### config.mk
export PLATFORM = sky130hd
export DESIGN_NAME = cjb_alu_wb_stage
export DESIGN_NICKNAME = d
export VERILOG_FILES = /design/src/rtl/cjb_alu_wb_stage_pkg.sv /design/src/rtl/cjb_alu_wb_stage_cond_eval.sv /design/src/rtl/cjb_alu_wb_stage.sv
export SDC_FILE = /design/constraint.sdc
export NUM_CORES = 1
export LEC_CHECK = 0
export CORE_ASPECT_RATIO = 1.75
export CORE_MARGIN = 2
export CORE_UTILIZATION = 40
export DETAILED_ROUTE_END_ITERATION = 10
export PLACE_DENSITY = 0.77
export SYNTH_ARGS = -nofsm -noshare
export SYNTH_HDL_FRONTEND = slang
export SYNTH_SLANG_ARGS = --single-unit
### constraint.sdc
create_clock -name Clock -period 3.75 [get_ports Clock]
set_clock_uncertainty 0.05 [all_clocks]
set_input_delay 0.375 -clock Clock [delete_from_list [all_inputs] [get_ports Clock]]
set_output_delay 0.375 -clock Clock [all_outputs]
set_load 0.1 [all_outputs]
### src/rtl/cjb_alu_wb_stage_pkg.sv
// Shared definitions for the ALU write-back stage: CNVZ bit positions,
// branch condition encodings and the skid FIFO state encoding.
package cjb_alu_wb_stage_pkg;

    localparam int CNVZ_C = 3;
    localparam int CNVZ_N = 2;
    localparam int CNVZ_V = 1;
    localparam int CNVZ_Z = 0;

    localparam logic [2:0] COND_ALWAYS = 3'b000;
    localparam logic [2:0] COND_C      = 3'b001;
    localparam logic [2:0] COND_N      = 3'b010;
    localparam logic [2:0] COND_V      = 3'b011;
    localparam logic [2:0] COND_Z      = 3'b100;
    localparam logic [2:0] COND_NZ     = 3'b101;
    localparam logic [2:0] COND_NC     = 3'b110;
    localparam logic [2:0] COND_NN     = 3'b111;

    localparam logic [1:0] FIFO_EMPTY = 2'd0;
    localparam logic [1:0] FIFO_ONE   = 2'd1;
    localparam logic [1:0] FIFO_FULL  = 2'd2;

endpackage

### src/rtl/cjb_alu_wb_stage_cond_eval.sv
// Combinational branch condition evaluator: Cond_Sel + {C,N,V,Z} -> true/false.
// Also instantiated by the branch unit.
module cjb_cond_eval_v
    import cjb_alu_wb_stage_pkg::*;
(
    input  logic [2:0] cond_sel,
    input  logic [3:0] cnvz,
    output logic       cond_true
);

    always_comb begin
        cond_true = 1'b0;
        case (cond_sel)
            COND_ALWAYS: cond_true = 1'b1;
            COND_C:      cond_true = cnvz[CNVZ_C];
            COND_N:      cond_true = cnvz[CNVZ_N];
            COND_V:      cond_true = cnvz[CNVZ_V];
            COND_Z:      cond_true = cnvz[CNVZ_Z];
            COND_NZ:     cond_true = ~cnvz[CNVZ_Z];
            COND_NC:     cond_true = ~cnvz[CNVZ_C];
            COND_NN:     cond_true = ~cnvz[CNVZ_N];
            default:     cond_true = 1'b0;
        endcase
    end

endmodule

### src/rtl/cjb_alu_wb_stage.sv
// ALU write-back stage: 2-entry skid FIFO toward the register file, CNVZ status
// register and branch condition output. Optional macro CJB_WB_SR_WRITE_EN adds a
// direct status-register load port (SR_Load/SR_Data) with priority over ALU flags.
module cjb_alu_wb_stage
    import cjb_alu_wb_stage_pkg::*;
#(
    parameter int DATA_W = 8,
    parameter int DEST_W = 3
) (
    input  logic              Clock,
    input  logic              Resetn,
    input  logic [DATA_W-1:0] ALU_Result,
    input  logic [3:0]        ALU_CNVZ,
    input  logic [DEST_W-1:0] ALU_Dest,
    input  logic              ALU_Flag_WE,
    input  logic              In_Valid,
    output logic              In_Ready,
    output logic              WB_Valid,
    output logic [DATA_W-1:0] WB_Data,
    output logic [DEST_W-1:0] WB_Dest,
    input  logic              WB_Ready,
    input  logic [2:0]        Cond_Sel,
    output logic [3:0]        Status_CNVZ,
    output logic              Cond_True,
`ifdef CJB_WB_SR_WRITE_EN
    input  logic              SR_Load,
    input  logic [3:0]        SR_Data,
`endif
    output logic [1:0]        fifo_state
);

    // Handshake: an item moves only on a cycle where valid and ready are both
    // high at the rising edge; a source holds its payload while valid & ~ready.
    logic              accept;
    logic              pop;
    logic [1:0]        state;
    logic [DATA_W-1:0] tail_data;
    logic [DEST_W-1:0] tail_dest;

    assign accept     = In_Valid & In_Ready;
    assign pop        = WB_Valid & WB_Ready;
    assign In_Ready   = (state != FIFO_FULL);
    assign WB_Valid   = (state != FIFO_EMPTY);
    assign fifo_state = state;

    // WB_Data/WB_Dest are the head register itself; tail is only used when FULL.
    always_ff @(posedge Clock or negedge Resetn) begin
        if (!Resetn) begin
            state     <= FIFO_EMPTY;
            WB_Data   <= '0;
            WB_Dest   <= '0;
            tail_data <= '0;
            tail_dest <= '0;
        end else begin
            case (state)
                FIFO_EMPTY: begin
                    if (accept) begin
                        WB_Data <= ALU_Result;
                        WB_Dest <= ALU_Dest;
                        state   <= FIFO_ONE;
                    end
                end
                FIFO_ONE: begin
                    if (accept && pop) begin
                        WB_Data <= ALU_Result;
                        WB_Dest <= ALU_Dest;
                    end else if (accept) begin
                        tail_data <= ALU_Result;
                        tail_dest <= ALU_Dest;
                        state     <= FIFO_FULL;
                    end else if (pop) begin
                        state <= FIFO_EMPTY;
                    end
                end
                FIFO_FULL: begin
                    if (pop) begin
                        WB_Data <= tail_data;
                        WB_Dest <= tail_dest;
                        state   <= FIFO_ONE;
                    end
                end
                default: state <= FIFO_EMPTY;
            endcase
        end
    end

    always_ff @(posedge Clock or negedge Resetn) begin
        if (!Resetn) begin
            Status_CNVZ <= 4'b0000;
`ifdef CJB_WB_SR_WRITE_EN
        end else if (SR_Load) begin
            Status_CNVZ <= SR_Data;
`endif
        end else if (accept && ALU_Flag_WE) begin
            Status_CNVZ <= ALU_CNVZ;
        end
    end

    cjb_cond_eval_v u_cond_eval (
        .cond_sel  (Cond_Sel),
        .cnvz      (Status_CNVZ),
        .cond_true (Cond_True)
    );

endmodule

==> flow_summary.json, run 1 <==
{
  "endpoint_kind": "output port",
  "htreeDepth": 1,
  "cts_inserted_buffers": 3,
  "cap_viol_max_count": 0,
  "stdcell_count": 179,
  "grt.met2_usage_pct": 23.42,
  "hold_path.class": "reg -> reg",
  "cpPeakStageDelay_ns": 1.12,
  "first_global_vias": 845,
  "slew_violations": 0,
  "area_delta_synth_final_pct": 36.36,
  "use_met3_pct": 2.444,
  "critPathMaxFanout": 14,
  "port_buffers": 42,
  "max_freq_ghz": 0.3673,
  "max_slew_margin_pct": 32.12,
  "dp_cells": 176,
  "synth_area_sq_mm": 0.001366,
  "power_density_mw_per_mm2": 751.8,
  "start_util_pct": 41.05,
  "grt_busiest_layer": "met2",
  "outcome": "completed",
  "min_period_ns": 2.722,
  "use_met1_pct": 16.38,
  "dieArea_sq_mm": 0.003918,
  "clock-sinks": 28,
  "yosysTopAreaCellShare_pct": 51.28,
  "cts_setup_buffers": 0,
  "syn_inst": 90,
  "wl_per_cell_um": 14.62,
  "clock_latency_ns": 0.26,
  "fin_crit_sh_pct": 72.60,
  "postRouteAntennaNets": 0,
  "cp.arrival_ns": 2.30,
  "clk_path_buf_depth": 2,
  "ys_types": 23,
  "fin_nets": 159,
  "die_w_um": 48.18,
  "antenna_cells": 0,
  "syn_nets": 113,
  "drt_iter0_markers": 12,
  "critPathSlowestCell": "clkdlybuf4s50_1",
  "finalHoldViolCount": 0,
  "io_pins": 43,
  "crit_required_ns": 3.32,
  "fin_setup_tns_ns": 0,
  "rsz0062_at_grt": "no",
  "yosys.area.top_type": "dfrtp_1",
  "fin_util_pct": 55.98,
  "antenna_found_initial": 0,
  "setup_viol": 0,
  "vias_per_cell": 4.877,
  "ctsHoldBuffers": 0,
  "ys_seq_area_share_pct": 51.28,
  "dp_hpwl_um": 2065,
  "die_h_um": 81.32,
  "clk_pin_slew_worst_paths_ns": 0.09,
  "crit_path_cell_trace": "nor2b_2, buf_4, inv_1, clkdlybuf4s50_1",
  "ir_drop_mv": 0.4034,
  "drc": 0,
  "rows": 28,
  "final_cell_mix": "clkdlybuf4s50_1, dfrtp_1, mux2_2",
  "final_common_cell": "clkdlybuf4s50_1",
  "critPathKind": "reg -> out",
  "grt_pass1_wl_um": 3884,
  "cts_root_buf": "clkbuf_8",
  "worst_setup_path_start_kind": "register",
  "gr-usage-all-layers_pct": 14.18,
  "cts_tree": "done",
  "drive_above_1_share_pct": 32.84,
  "synth_area_leaders": "dfrtp_1, mux2_2, mux2_4",
  "gp_congestion": 0.6222,
  "yosys_warnings": 0,
  "grt_max_degree": 22,
  "tightest_slew_ns": 1.015,
  "ys_seq_elements": 28,
  "overflow": 0,
  "core_area_sq_mm": 0.003328,
  "first_pass_iters": 3,
  "leakage_nw": 0.7830,
  "drt_wl_total_um": 2617,
  "cts-resized-gates": 0,
  "vias": 873,
  "postSynthAreaPerCell_sq_um": 15.18
}
==> report_power, final <==
| part | internal, mW | total, mW | switching [mW] |
|---|---|---|---|
| Combinational | 0.246 | 0.783 | 0.537 |
| Clock | 0.0719 | 0.155 | 0.0830 |
| Sequential | 0.403 | 0.462 | 0.0593 |
==> worst paths after layout <==
kind | from | to | slack, ns | depth (start not counted)
setup / recovery | fifo_state[1]$_DFFE_PN0P_ | In_Ready | 1.03 | 4
max in group asynchronous | Resetn | tail_data[2]$_DFFE_PN0P_ | 2.41 | 2
hold reg to reg | tail_data[3]$_DFFE_PN0P_ | tail_data[3]$_DFFE_PN0P_ | 0.44 | 1
hold / removal | tail_data[3]$_DFFE_PN0P_ | tail_data[3]$_DFFE_PN0P_ | 0.44 | 1
min in group asynchronous | Resetn | Status_CNVZ[0]$_DFFE_PN0P_ | 0.57 | 1
setup reg to reg | fifo_state[0]$_DFFE_PN0P_ | tail_data[7]$_DFFE_PN0P_ | 1.99 | 3
==> cells in the mapped netlist <==
cell,instances
mux2_1,5
mux4_2,1
inv_1,1
mux2i_1,2
buf_6,1
or2_2,1
nor2_1,1
nor2_2,1
buf_2,1
o22ai_1,1
dfrtp_1,28
mux2_4,14
a21oi_1,2
o21ai_1,1
nand2_1,1
buf_4,1
mux2_2,19
and2_1,1
nor2b_1,3
buf_12,1
nand3b_1,1
nand2b_1,2
xor2_1,1
==> worst max-delay path, delay by kind of cell, from the launching register on <==
kind	cells	cell delay, ns
buffers and inverters	3	1.40
AND/OR/NAND/NOR	1	0.18
flip-flops	1	0.45
==> layout make-up <==
cell class	instances	area, sq um
repair buffers	45	440.4
flip-flops and latches	28	700.7
clock buffers	3	41.29
fillers	275	1465
inverters	1	3.754
well taps	45	56.30
multi-input cells	57	620.6
==> flip-flops by register name, summed over array words and instances (netlist names) <==
signal / cells
Status_CNVZ: 4
fifo_state: 2
WB_Data: 8
WB_Dest: 3
tail_dest: 3
tail_data: 8
==> metal layers <==
metal | wire length, um | up-vias
met5 | 0 | -
met1 | 1005 | 432
met4 | 58 | 0
met2 | 1434 | 28
met3 | 119 | 6
li1 | - | 407
==> kinds of logic (layout without fill, tap and decap cells) <==
kind of cell / Yosys count / after routing / synth area share, %
AOI/OAI and AO/OA: 4 / 4 / 1.557
xor gates and xnor gates: 1 / 1 / 0.6411
buffers and inverters: 5 / 49 / 3.479
DFF: 28 / 28 / 51.28
muxes: 41 / 41 / 38.28
and+or+nand+nor: 11 / 11 / 4.762
==> stage by stage <==
stage / total power [mW] / cell area, sq um / setup slack (ns) / hold WS, ns
after floorplan: 1.070 / 1366 / 1.340 / 0.02941
after global placement: 1.240 / 1822 / 1.358 / 0.4123
after detailed placement: 1.256 / 1822 / 1.319 / 0.4239
after CTS: 1.413 / 1863 / 1.016 / 0.4442
after global routing: 1.458 / 1863 / 0.9422 / 0.4636
final: 1.401 / 1863 / 1.028 / 0.4436
Note: power is estimated with default switching activity, not from simulation.
==> run 2: changes to the inputs <==
- clock period: 3.75 -> 2.8 ns (I/O delays scaled with it)
==> flow_summary.json, run 2 (synthesis results as in run 1) <==
{
  "cap_viol_max_count": 0,
  "max_freq_ghz": 0.4485,
  "postRouteAntennaNets": 0,
  "timing.rr.start": "fifo_state[1]$_DFFE_PN0P_",
  "cts_inserted_buffers": 3,
  "critPathMaxFanout": 13,
  "drt_wl_total_um": 2763,
  "outcome": "completed",
  "cts-resized-gates": 0,
  "antenna_found_initial": 0,
  "cts_setup_buffers": 0,
  "area_delta_synth_final_pct": 35.35,
  "wl_per_cell_um": 15.27,
  "fin_nets": 160,
  "gr-usage-all-layers_pct": 15.00,
  "final_common_cell": "dfrtp_1",
  "tightest_slew_ns": 0.7785,
  "grt_busiest_layer": "met2",
  "first_global_vias": 924,
  "holdWs_ns": 0.3347,
  "min_period_ns": 2.230,
  "r2r_cells": 3,
  "cts_tree": "done",
  "die_h_um": 81.32,
  "r2r-end": "WB_Data[3]$_DFFE_PN0P_",
  "gp_congestion": 0.7105,
  "endpoint_kind": "output port",
  "setup_viol": 0,
  "power_density_mw_per_mm2": 1033,
  "finalHoldViolCount": 0,
  "dp_hpwl_um": 2105,
  "rows": 28,
  "use_met3_pct": 2.889,
  "vias": 885,
  "drt_iter0_markers": 10,
  "drc": 0,
  "io_pins": 43,
  "grt_pass1_wl_um": 4077,
  "fin_util_pct": 55.56,
  "worst_setup_path_start_kind": "register",
  "antenna_cells": 0,
  "start_util_pct": 41.05,
  "overflow": 0,
  "r2r_slack_ns": 0.83,
  "reg_top3": "WB_Data (8), tail_data (8), Status_CNVZ (4)",
  "port_buffers": 42,
  "hold_path.class": "in -> async",
  "slew_violations": 0,
  "cts_root_buf": "clkbuf_8",
  "core_area_sq_mm": 0.003328,
  "post_dp_cell_area_sq_mm": 0.001794,
  "grt.met2_usage_pct": 26.58,
  "clk_pin_slew_worst_paths_ns": 0.09,
  "cp.arrival_ns": 1.90,
  "drive_above_1_share_pct": 47.79,
  "dp_cells": 177,
  "stdcell_count": 181,
  "leakage_nw": 0.8175,
  "max_slew_margin_pct": 47.87,
  "fin_setup_tns_ns": 0,
  "grt_max_degree": 29,
  "clock_latency_ns": 0.27,
  "htreeDepth": 1,
  "first_pass_iters": 4,
  "design_area_sq_mm": 0.001849,
  "die_w_um": 48.18,
  "ir_drop_mv": 0.5953,
  "fin_crit_sh_pct": 79.63,
  "clk_path_buf_depth": 2,
  "final_cell_mix": "dfrtp_1, buf_4, clkdlybuf4s50_1",
  "use_met1_pct": 15.28,
  "dieArea_sq_mm": 0.003918,
  "crit_required_ns": 2.47,
  "critPathKind": "reg -> out",
  "vias_per_cell": 4.890,
  "clock-sinks": 28,
  "ctsHoldBuffers": 0,
  "rsz0062_at_grt": "no",
  "fillers": 281
}
run 2: where the power goes:
| part | internal (mW) | total, mW | switching, mW |
|---|---|---|---|
| sequential | 0.540 | 0.625 | 0.0849 |
| clock | 0.126 | 0.247 | 0.121 |
| combinational | 0.314 | 1.04 | 0.725 |
run 2: layout make-up:
cell class | count | area (sq um) | area share [%]
clock buffer | 4 | 55.05 | 2.977
inverter | 1 | 3.754 | 0.2030
multi-input combinational | 57 | 620.6 | 33.56
sequential | 28 | 700.7 | 37.89
tap | 45 | 56.30 | 3.045
timing repair buffer | 46 | 412.9 | 22.33
run 2: worst max-delay path, stage by stage (launching register included):
cell and delay, ns:
dfrtp_1 0.45, nor2b_2 0.69, buf_4 0.23, inv_1 0.04, buf_4 0.22
run 2: worst max-delay path by stage:
stage                                    from   endpoint  slack, ns  cells after the start
CTS                 fifo_state[1]$_DFFE_PN0P_   In_Ready       0.54                      4
global route        fifo_state[1]$_DFFE_PN0P_   In_Ready       0.46                      4
detailed placement                Cond_Sel[0]  Cond_True       0.58                      4
global placement                  Cond_Sel[0]  Cond_True       0.62                      4
floorplan           fifo_state[0]$_DFFE_PN0P_   In_Ready       0.49                      4
finish              fifo_state[1]$_DFFE_PN0P_   In_Ready       0.57                      4
run 2: metal layers:
layer  up-vias  part of all wire [%]
li1        409                     -
met1       444                    35
met2        30                    58
met3         2                   5.7
met4         0                   1.1
met5         -                     0
run 2: stage by stage:
step	setup slack, ns	power (mW)
6_report	0.5704	1.910
4_1_cts	0.5432	1.931
3_5_place_dp	0.5826	1.680
2_1_floorplan	0.4851	1.432
5_1_grt	0.4609	1.993
3_3_place_gp	0.6194	1.649
